### src/rtl/rom_seq_reader_pkg.sv
// rom_seq_pkg
//   Shared definitions for the pattern-ROM sequencer: FSM state encoding,
//   default geometry of the 16-entry pattern ROM and the stream handshake
//   helper used by the top level.
package rom_seq_pkg;

    localparam int unsigned DEF_ADDR_W    = 4;
    localparam int unsigned DEF_DATA_W    = 8;
    localparam int unsigned DEF_LAST_ADDR = 10;

    typedef enum logic [1:0] {
        IDLE  = 2'd0,
        FETCH = 2'd1,
        HOLD  = 2'd2
    } seq_state_t;

    // A word transfers on the stream when both sides agree in the same cycle.
    function automatic logic hs_fire(input logic valid, input logic ready);
        return valid & ready;
    endfunction

endpackage

### src/rtl/rom_seq_addr_gen.sv
// rom_seq_addr_gen
//   Owns the registered ROM address. restart returns to address 0 (and, in
//   ping-pong builds, forces the direction up); step moves to the next address
//   of the playback sequence. The caller only steps at LAST_ADDR when looping,
//   so stepping there always means wrap (or reverse).
//   Optional build macro: ROM_SEQ_PINGPONG_EN (reverse at each end instead of
//   wrapping to 0).
// Ports:
//   clk, rst_n  clock, asynchronous active-low reset
//   restart     load address 0
//   step        advance to the next address
//   addr        registered ROM address
//   at_last     addr equals LAST_ADDR
module rom_seq_addr_gen #(
    parameter int unsigned ADDR_W    = 4,
    parameter int unsigned LAST_ADDR = 10
) (
    input  logic              clk,
    input  logic              rst_n,
    input  logic              restart,
    input  logic              step,
    output logic [ADDR_W-1:0] addr,
    output logic              at_last
);

    localparam logic [ADDR_W-1:0] LAST = ADDR_W'(LAST_ADDR);
    localparam logic [ADDR_W-1:0] ONE  = ADDR_W'(1);

    assign at_last = (addr == LAST);

`ifdef ROM_SEQ_PINGPONG_EN
    logic dir_down;

    // Endpoints are turned around without being replayed: LAST goes to
    // LAST-1 and 0 goes to 1. A degenerate LAST_ADDR of 0 just stays at 0.
    always_ff @(posedge clk or negedge rst_n) begin
        if (!rst_n) begin
            addr     <= '0;
            dir_down <= 1'b0;
        end else if (restart) begin
            addr     <= '0;
            dir_down <= 1'b0;
        end else if (step) begin
            if (!dir_down) begin
                if (at_last) begin
                    dir_down <= (LAST != '0);
                    addr     <= (LAST == '0) ? '0 : LAST - ONE;
                end else begin
                    addr <= addr + ONE;
                end
            end else begin
                if (addr == '0) begin
                    dir_down <= 1'b0;
                    addr     <= (LAST == '0) ? '0 : ONE;
                end else begin
                    addr <= addr - ONE;
                end
            end
        end
    end
`else
    always_ff @(posedge clk or negedge rst_n) begin
        if (!rst_n) begin
            addr <= '0;
        end else if (restart) begin
            addr <= '0;
        end else if (step) begin
            addr <= at_last ? '0 : addr + ONE;
        end
    end
`endif

endmodule

### src/rtl/rom_seq_reader.sv
// rom_seq_reader
//   Walks the pattern ROM from address 0 to LAST_ADDR and streams each byte
//   to a valid/ready consumer, one word per two cycles at full throughput.
//   Single-pass or looping playback; stop ends playback at the next
//   handshake (or at once while fetching).
//   Optional build macro: ROM_SEQ_PINGPONG_EN (looping reverses direction).
// Ports:
//   clk, rst_n  clock, asynchronous active-low reset
//   start       begin a pass at address 0 (sampled while idle)
//   stop        end playback
//   loop        1 = restart after LAST_ADDR, 0 = single pass
//   rom_addr    registered ROM address
//   rom_data    combinational ROM read data
//   out_data    stream data, out_valid / out_ready handshake
//   busy        high whenever not idle
//   done        one-cycle pulse on natural completion
module rom_seq_reader
    import rom_seq_pkg::*;
#(
    parameter int unsigned ADDR_W    = DEF_ADDR_W,
    parameter int unsigned DATA_W    = DEF_DATA_W,
    parameter int unsigned LAST_ADDR = DEF_LAST_ADDR
) (
    input  logic              clk,
    input  logic              rst_n,
    input  logic              start,
    input  logic              stop,
    input  logic              loop,
    output logic [ADDR_W-1:0] rom_addr,
    input  logic [DATA_W-1:0] rom_data,
    output logic [DATA_W-1:0] out_data,
    output logic              out_valid,
    input  logic              out_ready,
    output logic              busy,
    output logic              done
);

    seq_state_t state, state_n;
    logic       valid_n, done_n, load_data;
    logic       stop_lat, stop_lat_n;
    logic       restart, step, at_last, fire;

    rom_seq_addr_gen #(
        .ADDR_W    (ADDR_W),
        .LAST_ADDR (LAST_ADDR)
    ) u_addr_gen (
        .clk     (clk),
        .rst_n   (rst_n),
        .restart (restart),
        .step    (step),
        .addr    (rom_addr),
        .at_last (at_last)
    );

    assign busy = (state != IDLE);
    assign fire = hs_fire(out_valid, out_ready);

    always_ff @(posedge clk or negedge rst_n) begin
        if (!rst_n) state <= IDLE;
        else        state <= state_n;
    end

    always_ff @(posedge clk or negedge rst_n) begin
        if (!rst_n) begin
            out_data  <= '0;
            out_valid <= 1'b0;
            done      <= 1'b0;
            stop_lat  <= 1'b0;
        end else begin
            out_valid <= valid_n;
            done      <= done_n;
            stop_lat  <= stop_lat_n;
            if (load_data) out_data <= rom_data;
        end
    end

    always_comb begin
        state_n    = state;
        valid_n    = out_valid;
        done_n     = 1'b0;
        load_data  = 1'b0;
        stop_lat_n = stop_lat;
        restart    = 1'b0;
        step       = 1'b0;
        case (state)
            IDLE: begin
                stop_lat_n = 1'b0;
                if (start && !stop) begin
                    restart = 1'b1;
                    state_n = FETCH;
                end
            end
            FETCH: begin
                stop_lat_n = 1'b0;
                if (stop) begin
                    state_n = IDLE;
                end else begin
                    load_data = 1'b1;
                    valid_n   = 1'b1;
                    state_n   = HOLD;
                end
            end
            HOLD: begin
                // A stop pulse during backpressure is remembered until the
                // word is finally accepted.
                if (stop) stop_lat_n = 1'b1;
                if (fire) begin
                    valid_n    = 1'b0;
                    stop_lat_n = 1'b0;
                    if (stop || stop_lat) begin
                        state_n = IDLE;
                    end else if (!at_last || loop) begin
                        step    = 1'b1;
                        state_n = FETCH;
                    end else begin
                        done_n  = 1'b1;
                        state_n = IDLE;
                    end
                end
            end
            default: state_n = IDLE;
        endcase
    end

endmodule

### config.mk
export PLATFORM = sky130hd
export DESIGN_NAME = rom_seq_reader
export DESIGN_NICKNAME = d
export VERILOG_FILES = /design/src/rtl/rom_seq_reader_pkg.sv /design/src/rtl/rom_seq_addr_gen.sv /design/src/rtl/rom_seq_reader.sv
export SDC_FILE = /design/constraint.sdc
export NUM_CORES = 1
export LEC_CHECK = 0
export BUFFER_PORTS_ARGS = -buffer_cell sky130_fd_sc_hd__buf_4
export CORE_AREA = 2 2 46 48
export CTS_CLUSTER_DIAMETER = 120
export DETAILED_ROUTE_END_ITERATION = 10
export DIE_AREA = 0 0 48 50
export HOLD_SLACK_MARGIN = 0.05
export PLACE_DENSITY_LB_ADDON = 0.12
export SKIP_CTS_REPAIR_TIMING = 1
export SYNTH_ARGS = -nofsm -noshare
export SYNTH_HDL_FRONTEND = slang
export SYNTH_HIERARCHICAL = 1
export SYNTH_SLANG_ARGS = --single-unit
### constraint.sdc
create_clock -name clk -period 2 [get_ports clk]
set_input_delay 0.3 -clock clk [delete_from_list [all_inputs] [get_ports clk]]
set_output_delay 0.3 -clock clk [all_outputs]
set_load 0.03 [all_outputs]
## After elaboration in Yosys (flattened, before gate mapping)

Cells that the tools add are included.

| storage, ports and cells | value |
|---|---|
| register bits | 17 |
| input bits | 14 |
| output and inout bits | 15 |

| operators by class | value |
|---|---|
| add/subtract/negate cells | 1 |
| eq/ne operators | 7 |
| multiplexer cells | 27 |
| bitwise logic cells | 1 |
| reductions and logical operators | 14 |

Operators by type and width:

| operator | count |
|---|---|
| 1-bit 2-to-1 mux | 18 |
| 4-bit 2-to-1 mux | 3 |
| 2-bit nonzero test | 4 |
| 2-bit 2-to-1 mux | 3 |
| 2-bit inequality test, second input constant | 3 |
| 2-bit case mux with 3 select lines | 1 |
| 4-bit by 1-bit adder with 4-bit output, second input constant | 1 |
| 4-bit == test, second input constant | 1 |
| 1-bit case mux with 2 select lines | 2 |
| 2-bit AND reduction | 2 |
| 3-bit inequality test, second input constant | 1 |
| 3-bit AND reduction | 1 |
| 2-bit by 1-bit == test with 1-bit output, second input constant | 1 |
| 2-bit == test, second input constant | 1 |
| 1-bit logical NOT | 2 |
| 2-bit logical NOT | 1 |
| 1-bit logical OR | 2 |
| 2-bit OR reduction | 1 |
| 1-bit bitwise AND | 1 |
| 1-bit logical AND | 1 |

## Longest topological paths before layout

| logic depth | value |
|---|---|
| depth in word-level cells | 9 |
| gate-level depth with buffers | 9 |
| mapped depth without buffers | 9 |

## Cells and area by module

The synthesis kept the hierarchy.

Modules (own cells, without submodules):

| module | instances | cells an instance | area each (um^2) | sequential area each (um^2) |
|---|---|---|---|---|
| rom_seq_reader | 1 | 41 | 566.8 | 325.3 |
| rom_seq_addr_gen | 1 | 24 | 229.0 | 100.1 |

## Least setup slack after synthesis

OpenSTA, ideal clock, no wires.

| timing path | value |
|---|---|
| path type | flip-flop to flip-flop |
| start point | register u_addr_gen.addr[0] |
| end point | register u_addr_gen.addr[3] |
| arrival time | 1986 ps |
| slack | -63 ps |
| stages on the path, launching flop included | 10 |
| path buffers | 0 |
| clock period less this slack | 2063 ps |
| path through | dfrtp_1 -> inv_1 -> ha_1 -> nand3b_1 -> inv_1 -> nor2b_1 -> nor3_1 -> and4b_1 -> o21ai_1 -> a21oi_1 |

| on the way | value |
|---|---|
| word-level cells in the longest chain between the ends | 8 |

RTL lines:

| what | RTL line | RTL |
|---|---|---|
| from (decl) | rom_seq_addr_gen.sv:22 | `output logic [ADDR_W-1:0] addr,` |
| from (signal assigned) | rom_seq_addr_gen.sv:68 | `addr <= at_last ? '0 : addr + ONE;` |
| 4-bit == test | rom_seq_addr_gen.sv:29 | `assign at_last = (addr == LAST);` |
| via at_last | rom_seq_reader.sv:41 | `logic restart, step, at_last, fire;` |
| 1-bit logical NOT | rom_seq_reader.sv:112 | `end else if (!at_last \|\| loop) begin` |
| 1-bit logical OR | rom_seq_reader.sv:112 |  |
| 1-bit 2-to-1 mux | rom_seq_reader.sv:112 |  |
| 1-bit 2-to-1 mux | rom_seq_reader.sv:110 | `if (stop \|\| stop_lat) begin` |
| 1-bit 2-to-1 mux | rom_seq_reader.sv:107 | `if (fire) begin` |
| 1-bit 2-to-1 mux | rom_seq_reader.sv:85 | `case (state)` |
| via step | rom_seq_reader.sv:41 |  |
| 2-bit nonzero test (no source line) | - |  |

The timed path passes the listed nets, and every way through them passes these cells. The select of a mux whose other input is x is not followed.
A chain may end at the register's enable or synchronous reset.

## Worst setup path after layout

Ends and elaborated chain as after synthesis.

==> flow_summary.yaml <==
logic_synthesis:
  ys_seq_elements: 17
  syn_nets: 81
  yosysSeqAreaShare_pct: 53.5
  ys_warn_count: 6
  yosysTopAreaCell: "dfrtp_1"
  ys_top_cells_by_count: "dfrtp_1, mux2_2, inv_1, nand2_1"
  synth_compound_area_share_pct: 9.59
  synthTopCellsByArea: "dfrtp_1, mux2_2, ha_1"
  synthSimpleGateAreaFrac_pct: 17.6
  synth_most_common_cell: "dfrtp_1"
  synth_edf_count: 0
  async_reset_ff_share_pct: 100
  synth-main-ff-cell: "dfrtp_1"
  synth_xor_xnor_area_share_pct: 1.10
  synthCells: 65
  synth_mux_area_share_pct: 11.3
  synth.top_cell.area_share_pct: 53.5
  ys_types: 28
  synth_fa_ha_area_share_pct: 3.14
  syn_area_um2: 796
  synth_top_family_by_area: "simple AND/OR/NAND/NOR gates"
  avgSynthCellArea_um2: 12.2
route:
  num_vias: 625
  drt-initial-drc-count: 5
  drt_wl_total_um: 1490
  post_drt_via_cell_ratio: 4.96
  postRouteAntennaNets: 0
  drc: 0
  dr.pass1.iters: 6
  wl_per_cell_um: 11.8
worst_hold_path:
  min_from: "loop"
  hold_class: "input pin to flop"
global_route:
  grt_use_total_pct: 13.0
  antenna_found_initial: 0
  grt_pass1_vias: 527
  grt_max_degree: 18
  overflow: 0
  grt_pass1_wl_um: 2200
pwr:
  seqPwrFrac_pct: 38.7
  clockPowerShare_pct: 13.3
  p_int_uw: 819
  ir_drop_mv: 0.658
  swShare_pct: 39.5
  power_leakage_uw: 0.000542
  cellPowerDensity_mw_per_mm2: 1240
  power_frac_comb_pct: 48.0
  p_switching_uw: 535
sta:
  min_period_ns: 1.79
  slew_violations: 0
  fmax_mhz: 559
  fin_crit_sh_pct: 89.5
  finalHoldViolations: 0
  finalSetupTns_ns: 0
  finalSetupViolations: 0
  slew_headroom_pct: 67.8
  fin_skew_ns: 0.00276
  rsz0062_at_grt: "false"
  tightest_slew_ns: 0.483
placed_design:
  numPortBuffers: 28
  place_congestion: 0.705
  post-dp-hpwl_um: 1100
clocking:
  clock_latency_ns: 0.29
  cts_made_buffers: 3
  clkTransAtPathRegs_ns: 0.10
  htreeDepth: 1
  cts_tree: "yes"
  cts.sinks: 17
  cts_root_buffer: "clkbuf_4"
  cts.path.max_buffers: 2
layout:
  final_nets: 116
  post-route-util_pct: 57.4
  fillers: 176
  drive_gt1_share_pct: 48.5
  diodes: 0
  regArea_um2: 425
  syn_to_final_growth_pct: 37.3
  multi_input_area_um2: 352
floorplanning:
  dieHeight_um: 50
  coreArea_mm2: 0.00190
  die_area_mm2: 0.00240
  start_util_pct: 41.8
  ios: 29
  rows: 16
  die_w_um: 48
critical_path:
  worstPathRequired_ns: 2.22
  reg2reg_from: "u_addr_gen/addr[0]$_DFFE_PN0P_"
  worstPathCellList: "inv_1 > ha_1 > nand3b_1 > inv_1 > nor2b_1 > nor3_4 > and4b_1 > o21ai_1 > a21oi_1"
  crit_path_max_fanout: 7
  cpMaxStageDelayCell: "dfrtp_1"
  cp-startpoint: "u_addr_gen/addr[0]$_DFFE_PN0P_"
  cp.arrival_ns: 2.01
  end_kind: "flop"
  cp-start-kind: "flop"
  crit_top_cell: "inv_1"
  cp_slowest_stage_delay_ns: 0.41
  critPathKind: "flop to flop"
flow_run:
  maxCapViolations: 0
outcome:
  status: "finished clean"
==> area by class of cell <==
class                      instances  share of cell area, %
tap                               27                   3.09
sequential                        17                   38.9
multi-input combinational         42                   32.2
inverter                           5                   1.72
clock buffer                       3                   2.06
timing repair buffer              31                   21.5
clock inverter                     1                  0.458
==> per-stage QoR <==
| step | hold slack (ns) | worst slack [ns] | power (uW) | instances | instance area, um^2 |
|---|---|---|---|---|---|
| global route | 0.151 | 0.0413 | 1450 | 126 | 1090 |
| finish | 0.168 | 0.210 | 1350 | 126 | 1090 |
| global placement | 0.178 | 0.165 | 1160 | 120 | 1040 |
| floorplan | 0.00441 | 0.0619 | 939 | 65 | 801 |
| detailed placement | 0.178 | 0.0913 | 1180 | 120 | 1040 |
| CTS | -0.144 | 0.0651 | 1360 | 124 | 1070 |
==> power groups by stage <==
| stage | combinational (uW) | clock [uW] | sequential, uW |
|---|---|---|---|
| floorplan | 214 | 0 | 726 |
| global placement | 633 | 0 | 529 |
| detailed placement | 640 | 0 | 536 |
| CTS | 640 | 188 | 528 |
| global route | 693 | 212 | 543 |
| finish | 650 | 180 | 523 |
==> kinds of logic (layout without fill, tap and decap cells) <==
logic type	Yosys count	after routing
mux	8	8
flops	17	17
buf+inv	6	40
xor+xnor	1	1
compound gates	11	11
fa+ha+maj	2	2
simple gates	20	20
==> final timing paths <==
kind | endpoint | slack, ns | cells past startpoint
setup / recovery | u_addr_gen/addr[3]$_DFFE_PN0P_ | 0.21 | 9
hold reg to reg | out_data[2]$_DFFE_PN0P_ | 0.51 | 1
setup reg to reg | u_addr_gen/addr[3]$_DFFE_PN0P_ | 0.21 | 9
hold / removal | done$_DFF_PN0_ | 0.17 | 2
min in group asynchronous | u_addr_gen/addr[3]$_DFFE_PN0P_ | 0.40 | 2
max in group asynchronous | out_data[4]$_DFFE_PN0P_ | 1.42 | 2
==> sequential cells by signal, indices dropped and copies added, names as in the netlist <==
signal,cells
out_valid,1
state,2
u_addr_gen/addr,4
out_data,8
stop_lat,1
done,1
==> critical path, delay by kind of cell (launching register included) <==
| kind | cells | cell delay [ns] |
|---|---|---|
| AOI/OAI and AO/OA | 2 | 0.19 |
| DFF | 1 | 0.41 |
| and+or+nand+nor | 4 | 0.75 |
| buffers and inverters | 2 | 0.16 |
| adders and majority gates | 1 | 0.21 |
==> layout by cell type (no fill, tap or decap) <==
cell type	n
a21boi_0	1
a21oi_1	3
a22o_2	1
a31o_2	1
and2b_2	1
and4b_1	1
buf_4	30
clkbuf_4	3
clkinv_2	1
dfrtp_1	17
dlygate4sd3_1	1
ha_1	2
inv_1	5
mux2_2	8
nand2_1	4
nand2b_1	2
nand3_1	1
nand3b_1	3
nor2b_1	1
nor3_1	1
nor3_4	1
nor3b_4	1
nor4_1	1
o211a_1	1
o21ai_0	1
o21ai_1	1
o21bai_1	1
o31ai_1	1
or2_2	1
or3b_1	1
or4b_1	1
xor2_1	1
==> routing by layer <==
| metal | vias up | GRT usage [%] | wire [um] |
|---|---|---|---|
| met4 | 0 | 6.76 | 31 |
| met2 | 21 | 18.7 | 733 |
| met3 | 5 | 3.30 | 72 |
| li1 | 303 | - | - |
| met1 | 296 | 17.5 | 650 |
| met5 | - | 0 | 0 |
(Power assumes the default switching activity.)
